--- src/rtl/cmd_frame_parser_if.sv ---
// Byte-stream, reply-push and register-bus signals of the command-frame parser.
interface cmd_frame_parser_if;
    logic        newrxstrobe;
    logic [7:0]  rxbyte;
    logic        xmit;
    logic [7:0]  txchar;
    logic [7:0]  reg_addr;
    logic [15:0] reg_wdata;
    logic        reg_we;
    logic        reg_re;
    logic [15:0] reg_rdata;

    // Parser side
    modport master (
        input  newrxstrobe, rxbyte, reg_rdata,
        output xmit, txchar, reg_addr, reg_wdata, reg_we, reg_re
    );

    // Receiver/transmitter/register-file side
    modport slave (
        output newrxstrobe, rxbyte, reg_rdata,
        input  xmit, txchar, reg_addr, reg_wdata, reg_we, reg_re
    );
endinterface

--- src/rtl/cmd_frame_parser.sv ---
// Assembles 6-byte command frames (SYNC CMD ADDR DHI DLO CHK), runs the register
// read/write they request and pushes the ACK/NAK or read-reply bytes.
module cmd_frame_parser #(
    parameter logic [7:0]  SYNC    = 8'hA5,
    parameter logic [15:0] TIMEOUT = 16'd4000
) (
    input  logic                  clk,
    input  logic                  resetn,
    cmd_frame_parser_if.master    bus,
    output logic [7:0]            err_cnt
);
    localparam logic [7:0] CmdWrite = 8'h57;
    localparam logic [7:0] CmdRead  = 8'h52;
    localparam logic [7:0] Ack      = 8'h06;
    localparam logic [7:0] Nak      = 8'h15;

    typedef enum logic [3:0] {
        StHunt, StCmd, StAddr, StDhi, StDlo, StChk, StExec, StRdcap, StReply
    } state_e;

    state_e      state;
    logic [7:0]  cmd_b, addr_b, dhi_b, dlo_b;
    logic [15:0] gap_cnt;
    logic [15:0] rdata_cap;
    logic [1:0]  reply_left;

    logic in_frame, timeout, chk_ok, is_wr, is_rd, err_inc;

    // Frame validity, inter-byte timeout and error-event decode
    always_comb begin
        in_frame = (state == StCmd) || (state == StAddr) || (state == StDhi) ||
                   (state == StDlo) || (state == StChk);
        // Gap counter reads k-1 in the k-th cycle after the last strobe, so this
        // fires in cycle T+TIMEOUT-1 and HUNT is back in cycle T+TIMEOUT.
        timeout  = in_frame && !bus.newrxstrobe && (gap_cnt == TIMEOUT - 16'd2);
        chk_ok   = ((cmd_b ^ addr_b ^ dhi_b ^ dlo_b) == bus.rxbyte);
        is_wr    = chk_ok && (cmd_b == CmdWrite);
        is_rd    = chk_ok && (cmd_b == CmdRead);
        // In EXEC, reg_we/reg_re remember which command was accepted.
        err_inc  = timeout ||
                   (bus.newrxstrobe &&
                    ((state == StExec) || (state == StRdcap) || (state == StReply))) ||
                   ((state == StExec) && !bus.reg_we && !bus.reg_re);
    end

    // Frame FSM with registered strobes, reply pushes and error counter
    always_ff @(posedge clk or negedge resetn) begin
        if (!resetn) begin
            state         <= StHunt;
            cmd_b         <= 8'h00;
            addr_b        <= 8'h00;
            dhi_b         <= 8'h00;
            dlo_b         <= 8'h00;
            gap_cnt       <= 16'h0000;
            rdata_cap     <= 16'h0000;
            reply_left    <= 2'd0;
            err_cnt       <= 8'h00;
            bus.xmit      <= 1'b0;
            bus.txchar    <= 8'h00;
            bus.reg_addr  <= 8'h00;
            bus.reg_wdata <= 16'h0000;
            bus.reg_we    <= 1'b0;
            bus.reg_re    <= 1'b0;
        end else begin
            bus.reg_we <= 1'b0;
            bus.reg_re <= 1'b0;
            bus.xmit   <= 1'b0;

            if (err_inc && (err_cnt != 8'hFF)) begin
                err_cnt <= err_cnt + 8'd1;
            end

            if (in_frame && !bus.newrxstrobe) begin
                gap_cnt <= gap_cnt + 16'd1;
            end else begin
                gap_cnt <= 16'h0000;
            end

            unique case (state)
                StHunt: begin
                    if (bus.newrxstrobe && (bus.rxbyte == SYNC)) state <= StCmd;
                end
                StCmd: begin
                    if (bus.newrxstrobe) begin
                        cmd_b <= bus.rxbyte;
                        state <= StAddr;
                    end
                end
                StAddr: begin
                    if (bus.newrxstrobe) begin
                        addr_b <= bus.rxbyte;
                        state  <= StDhi;
                    end
                end
                StDhi: begin
                    if (bus.newrxstrobe) begin
                        dhi_b <= bus.rxbyte;
                        state <= StDlo;
                    end
                end
                StDlo: begin
                    if (bus.newrxstrobe) begin
                        dlo_b <= bus.rxbyte;
                        state <= StChk;
                    end
                end
                StChk: begin
                    if (bus.newrxstrobe) begin
                        bus.reg_addr  <= addr_b;
                        bus.reg_wdata <= {dhi_b, dlo_b};
                        bus.reg_we    <= is_wr;
                        bus.reg_re    <= is_rd;
                        state         <= StExec;
                    end
                end
                StExec: begin
                    if (bus.reg_re) begin
                        state <= StRdcap;
                    end else begin
                        bus.xmit   <= 1'b1;
                        bus.txchar <= bus.reg_we ? Ack : Nak;
                        reply_left <= 2'd0;
                        state      <= StReply;
                    end
                end
                StRdcap: begin
                    rdata_cap  <= bus.reg_rdata;
                    bus.xmit   <= 1'b1;
                    bus.txchar <= SYNC;
                    reply_left <= 2'd3;
                    state      <= StReply;
                end
                StReply: begin
                    if (reply_left != 2'd0) begin
                        bus.xmit   <= 1'b1;
                        reply_left <= reply_left - 2'd1;
                        case (reply_left)
                            2'd3:    bus.txchar <= rdata_cap[15:8];
                            2'd2:    bus.txchar <= rdata_cap[7:0];
                            default: bus.txchar <= rdata_cap[15:8] ^ rdata_cap[7:0];
                        endcase
                    end else begin
                        state <= StHunt;
                    end
                end
                default: state <= StHunt;
            endcase

            // Only fires without a strobe, so it never collides with a byte advance.
            if (timeout) state <= StHunt;
        end
    end
endmodule
--- src/flat_wrapper.sv ---
// flat-port wrapper written by rule: the top's interface ports become plain ports
module cmd_frame_parser_flat 
#(
    parameter logic [7:0]  SYNC    = 8'hA5,
    parameter logic [15:0] TIMEOUT = 16'd4000
)
  (clk, resetn, err_cnt, bus_newrxstrobe, bus_rxbyte, bus_reg_rdata, bus_xmit, bus_txchar, bus_reg_addr, bus_reg_wdata, bus_reg_we, bus_reg_re);
  cmd_frame_parser_if bus_i ();
  input  logic clk;
  input  logic resetn;
  output logic [7:0] err_cnt;
  input wire logic [$bits(bus_i.newrxstrobe)-1:0] bus_newrxstrobe;
  input wire logic [$bits(bus_i.rxbyte)-1:0] bus_rxbyte;
  input wire logic [$bits(bus_i.reg_rdata)-1:0] bus_reg_rdata;
  output wire logic [$bits(bus_i.xmit)-1:0] bus_xmit;
  output wire logic [$bits(bus_i.txchar)-1:0] bus_txchar;
  output wire logic [$bits(bus_i.reg_addr)-1:0] bus_reg_addr;
  output wire logic [$bits(bus_i.reg_wdata)-1:0] bus_reg_wdata;
  output wire logic [$bits(bus_i.reg_we)-1:0] bus_reg_we;
  output wire logic [$bits(bus_i.reg_re)-1:0] bus_reg_re;
  assign bus_i.newrxstrobe = bus_newrxstrobe;
  assign bus_i.rxbyte = bus_rxbyte;
  assign bus_i.reg_rdata = bus_reg_rdata;
  assign bus_xmit = bus_i.xmit;
  assign bus_txchar = bus_i.txchar;
  assign bus_reg_addr = bus_i.reg_addr;
  assign bus_reg_wdata = bus_i.reg_wdata;
  assign bus_reg_we = bus_i.reg_we;
  assign bus_reg_re = bus_i.reg_re;
  cmd_frame_parser #(.SYNC(SYNC), .TIMEOUT(TIMEOUT)) u_core (.clk(clk), .resetn(resetn), .bus(bus_i), .err_cnt(err_cnt));
endmodule
--- config.mk ---
export PLATFORM = sky130hd
export DESIGN_NAME = cmd_frame_parser_flat
export DESIGN_NICKNAME = d
export VERILOG_FILES = /design/src/rtl/cmd_frame_parser_if.sv /design/src/rtl/cmd_frame_parser.sv /design/src/flat_wrapper.sv
export SDC_FILE = /design/constraint.sdc
export NUM_CORES = 1
export LEC_CHECK = 0
export BUFFER_PORTS_ARGS = -buffer_cell sky130_fd_sc_hd__buf_2
export CORE_UTILIZATION = 60
export CTS_BUF_LIST = sky130_fd_sc_hd__clkbuf_8
export CTS_CLUSTER_SIZE = 30
export DETAILED_ROUTE_END_ITERATION = 10
export GPL_ROUTABILITY_DRIVEN = 0
export PLACE_DENSITY = 0.82
export RECOVER_POWER = 100
export SYNTH_ARGS = -nofsm -noshare
export SYNTH_HDL_FRONTEND = slang
export SYNTH_SLANG_ARGS = --single-unit
--- constraint.sdc ---
create_clock -name clk -period 2.6 [get_ports clk]
set_input_delay 0.13 -clock clk [delete_from_list [all_inputs] [get_ports clk]]
set_output_delay 0.13 -clock clk [all_outputs]
set_load 0.005 [all_outputs]
# After elaboration in Yosys (flattened, before gate mapping)
# Index checks and enable logic that the tools add are counted.
word_totals:
  register_bits: 113
  input_bits: 27
  output_inout_bits: 43
  elab_cells: 103
op_classes:
  addsub: 3
  n_eq_ne: 25
  n_mux: 26
  bitwise: 4
  n_reduce_logical: 30
op_table:
  columns: ["cell", "n"]
  rows:
  - ["4-bit two-way mux", 9]
  - ["4-bit one-hot mux with 9 select lines", 1]
  - ["8-bit XOR", 4]
  - ["8-bit one-hot mux with 3 select lines", 1]
  - ["3-bit by 2-bit inequality test with 1-bit output, second input constant", 6]
  - ["16-bit by 1-bit adder with 16-bit output, second input constant", 1]
  - ["16-bit by 12-bit equality test with 1-bit output, second input constant", 1]
  - ["4-bit by 3-bit equality test with 1-bit output, second input constant", 4]
  - ["8-bit by 7-bit equality test with 1-bit output, second input constant", 2]
  - ["16-bit two-way mux", 1]
  - ["8-bit two-way mux", 2]
  - ["8-bit one-hot mux with 2 select lines", 1]
  - ["2-bit AND reduction", 5]
  - ["1-bit logical AND", 9]
  - ["8-bit by 1-bit adder with 8-bit output, second input constant", 1]
  - ["4-bit by 2-bit equality test with 1-bit output, second input constant", 2]
  - ["8-bit equality test", 1]
  - ["8-bit equality test, second input constant", 1]
  - ["1-bit logical OR", 8]
  - ["8-bit inequality test, second input constant", 1]
  - ["7-bit AND reduction", 1]
  - ["1-bit two-way mux", 6]
  - ["2-bit one-hot mux with 3 select lines", 1]
  - ["5-bit two-way mux", 1]
  - ["13 further kinds", 18]

# Longest topological paths before layout
logic_depth:
  depth_word: 10
  depth_mapped: 9
  mapped_depth_nobuf: 7

# Least setup slack after synthesis
# OpenSTA, ideal clock, no wires.
synth_timing:
  path_kind: "flip-flop to flip-flop"
  startpoint: "reg u_core.state[2]"
  endpoint: "reg u_core.err_cnt[6]"
  setup_ns: 0.125
  arrival_time_ns: 1.971
  required_ns: 2.475
  slack_ns: 0.504
  path_stages_with_launch: 7
  path_buffers: 2
  period_less_slack_ns: 2.096
  cell_sequence: "dfrtp_1 > buf_6 > a2111o_1 > buf_6 > nor4_4 > o21ai_1 > mux2_4"
synth_between:
  elab_chain_cells: 10
  elab_cells_between_ends: 22
  classes_between: "8 x eq/ne; 14 x reduce/logical"
synth_rtl:
  columns: ["item", "line", "rtl"]
  rows:
  - ["from (decl)", "cmd_frame_parser.sv:21", "state_e state;"]
  - ["from (signal assigned)", "cmd_frame_parser.sv:49", "state <= StHunt;"]
  - ["from (signal assigned)", "cmd_frame_parser.sv:81", "if (bus.newrxstrobe && (bus.rxbyte == SYNC)) state <= StCmd;"]
  - ["from (signal assigned)", "cmd_frame_parser.sv:86", "state <= StAddr;"]
  - ["4-bit by 1-bit equality test with 1-bit output or 4-bit by 2-bit equality test with 1-bit output (tied branches)", "cmd_frame_parser.sv:31", "in_frame = (state == StCmd) || (state == StAddr) || (state == StDhi) ||"]
  - ["1-bit logical OR (3 in a row)", "cmd_frame_parser.sv:31", null]
  - ["1-bit logical OR", "cmd_frame_parser.sv:32", "(state == StDlo) || (state == StChk);"]
  - ["1-bit logical AND (2 in a row)", "cmd_frame_parser.sv:35", "timeout = in_frame && !bus.newrxstrobe && (gap_cnt == TIMEOUT - 16'd2);"]
  - ["1-bit logical OR", "cmd_frame_parser.sv:40", "err_inc = timeout ||"]
  - ["1-bit logical OR (*)", "cmd_frame_parser.sv:42", "((state == StExec) || (state == StRdcap) || (state == StReply))) ||"]
  - ["1-bit logical AND (*)", "cmd_frame_parser.sv:69", "if (err_inc && (err_cnt != 8'hFF)) begin"]
  - ["to (signal assigned)", "cmd_frame_parser.sv:70", "err_cnt <= err_cnt + 8'd1;"]
  - ["to (decl)", "cmd_frame_parser.sv:10", "output logic [7:0] err_cnt"]
# Mark *: on every way between the ends. The rest lies on a longest branch, timed or not.
# A chain may end at the register's enable or synchronous reset.

# Final worst setup path
layout_timing:
  startpoint: "reg u_core.state[0]"
  endpoint: "reg u_core.err_cnt[1]"
# The elaborated chain is that of the path after synthesis.

==> results.txt <==
register area share after synthesis: 53.69%
worst path required time: 2920 ps
DRT Pass-1 Iters: 4
Worst Tran Pin Value: 1481 ps
unrepaired setup endpoints after global routing: no
CTS tree: built
I/O Buffers: 69
FILL cells: 556
Post-synth EDFFs: 0
first-pass GRT wire length: 17370 microns
clock buffer depth: 2
Area Overhead vs Synth: 19.62%
Site Rows: 33
# H-tree levels: 4
initial antenna violation count: 0
final net count: 563
Starting Density: 63.14%
WL per Instance: 16.22 microns
Max VDD drop: 0.6675 mV
slowest CP cell: or4b_1
max cap viols: 0
Die H: 95.69 microns
worst path cell trace: or4b_1 -> o21ai_1 -> o21ai_0 -> mux2_4
stages on the worst setup path: 4
Crit path largest cell delay: 710 ps
final slew viol count: 0
total length of routed wires: 10510 microns
Root Driver: clkbuf_8
R2R depth: 4
Final TNS setup: 0 ps
status: completed
die width: 95.69 microns
Congestion Overflow GR: 0
crit path buf inv count: 0
Post-synth ARST share: 100.0%
dpl cell area: 5733 sq um
fin area: 6300 sq um
IO Count: 70
FF/Latch Area: 2828 sq um
type of the tightest min-delay check: input pin to flip-flop
total number of vias: 3683
share of cells above drive strength 1: 29.10%
Met1 Wirelength: 4532 microns
startpoint type of the worst setup path: flip-flop
kind of cell adding the most delay to the critical path: compound AO/OA/AOI/OAI gates
largest net degree at the start of global routing: 61
post-synthesis cell count: 429
critical path endpoint category: flip-flop
Leak: 2.846 nW
Slew headroom: 1.278%
Avg Cell Area, Syn: 12.28 sq um
commonest cells after routing, fill and taps aside: dfrtp_1 (113), mux2_2 (72), buf_2 (46), nor2_1 (40), xnor2_1 (27)
postcts setup bufs: 0
most common cell after layout, fill and taps aside: dfrtp_1
Core Area: 8341 sq um
DRT antenna net count: 0
all-layer global routing usage: 25.82%
Post-DP HPWL: 6835 microns
Post-Synthesis Cell Area: 5266 sq um
Seq cells post-synth: 113
Top Metal Used: met4
share of the synthesized area in the top cell type: 53.69%
Via-to-Cell Ratio: 5.684
area of the multi-input gates: 2313 sq um
total chip power: 7.095 mW
crit path time final: 2388 ps
setup violators final: 0
Tcrit/Tclk final: 91.84%
hold slack: 28.11 ps
Yosys cell types: 49
clock-pin slew on the worst setup and hold paths: 70 ps
clock tree sinks: 113
CP Max Fanout: 13
TritonCTS Buffers: 17
fmax: 418.8 MHz
Worst-Skew Late Latency: 440 ps
Hold Path Depth: 2
WL met3: 468 microns
critical path class: flip-flop to flip-flop
die area: 9156 sq um
critical path arrival: 2710 ps
detailed router's first-iteration violation count: 176
final hold viol count: 0
diode count: 0
Pwr per Cell Area: 1126 nW/um^2
top cells by area, synth: dfrtp_1 (54%), mux2_2 (15%), xnor2_1 (4.5%)
routed length on met2: 5299 microns
Yosys top cell by area: dfrtp_1
number of global-route vias before repair: 3662
YS warnings: 0
Main synth FF type: dfrtp_1
drt drc: 0
Mapped Nets: 462
clk_skew: 19.88 ps
[cell families (layout without fill, tap and decap cells)]
kind of cell,count (synthesis),count (layout),share of synthesized area [%]
AO/OA/AOI/OAI,57,57,6.819
XOR/XNOR,43,43,8.981
adder cells (fa/ha/maj),6,6,1.425
buffers and inverters,25,139,2.186
flip-flops,113,113,53.69
multiplexers,75,75,16.16
AND/OR/NAND/NOR,110,110,10.74
[report_power, final]
group          switching, mW  internal (mW)
logic                   1.02           1.35
registers              0.598           2.45
clock network          0.764          0.915
total                   2.38           4.71
[Yosys cell counts, types with 2 or more instances]
library cell and n:
dfrtp_1 113, mux2_2 72, nor2_1 40, xnor2_1 27, o21ai_0 20, nand2_1 16
nand3_1 14, a21oi_1 10, nor3_1 9, xor2_1 9, clkbuf_1 8, inv_1 8
xnor3_1 7, ha_1 6, a21o_1 5, o211ai_1 5, and3_1 4, buf_1 4
nor2b_1 4, a31oi_1 3, nand4_1 3, nor4bb_1 3, a2111o_1 2, buf_2 2
buf_6 2, mux2_4 2, nand2b_1 2, nand3b_1 2, nor4_1 2, o2111ai_1 2
o21ai_1 2, o21bai_1 2, or3_1 2, or4_1 2
[worst register-to-register path, stage by stage (launching register included)]
cell	delay (ps)
dfrtp_1	510
or4b_1	710
o21ai_1	470
o21ai_0	250
mux2_4	340
[layout make-up]
| cell class | instances | share of cell area [%] |
|---|---|---|
| multi-input combinational | 291 | 36.72 |
| sequential | 113 | 44.89 |
| clock inverter | 13 | 2.363 |
| inverter | 8 | 0.4767 |
| tap | 105 | 2.085 |
| timing repair buffer | 99 | 9.315 |
| clock buffer | 19 | 4.151 |
[repair_timing]
item,4_1_cts,5_1_grt
resized for setup,0,0
hold buffers,22,0
endpoints found under the hold margin,90,0
[routing by layer]
layer | up-vias | track usage (%)
met3 | 17 | 6.619
li1 | 1730 | -
met1 | 1842 | 31.57
met2 | 94 | 41.96
met4 | 0 | 14.05
met5 | - | 0
[per-stage QoR]
step           util [%]  worst slack, ps  std cells
2_1_floorplan         -            504.1        429
3_3_place_gp      68.74            405.1        594
3_5_place_dp      68.74            323.0        594
4_1_cts           76.30            277.6        648
5_1_grt           75.53            39.04        648
6_report          75.53            212.2        648
[final timing paths]
check,end,start,slack [ps]
worst max-delay path,u_core.err_cnt[1]$_DFFE_PN0P_,u_core.state[0]$_DFFE_PN0P_,210
worst max register to register,u_core.err_cnt[1]$_DFFE_PN0P_,u_core.state[0]$_DFFE_PN0P_,210
min in group asynchronous,u_core.gap_cnt[6]$_DFF_PN0_,resetn,590
worst min-delay path,u_core.dhi_b[0]$_DFFE_PN0P_,bus_rxbyte[0],30
worst min register to register,u_core.bus.txchar[3]$_DFFE_PN0P_,u_core.bus.txchar[3]$_DFFE_PN0P_,500
max in group asynchronous,u_core.bus.txchar[7]$_DFFE_PN0P_,resetn,810
[state kept, by name, indices dropped and copies added, names as in the netlist]
| register | count |
|---|---|
| u_core.bus.reg_wdata | 16 |
| u_core.gap_cnt | 16 |
| u_core.rdata_cap | 16 |
| u_core.addr_b | 8 |
| u_core.bus.reg_addr | 8 |
| u_core.bus.txchar | 8 |
| u_core.cmd_b | 8 |
| u_core.dhi_b | 8 |
| u_core.dlo_b | 8 |
| u_core.err_cnt | 8 |
| u_core.state | 4 |
| u_core.reply_left | 2 |
| u_core.bus.reg_re | 1 |
| u_core.bus.reg_we | 1 |
| u_core.bus.xmit | 1 |
Power figures use the tool's default switching activity.
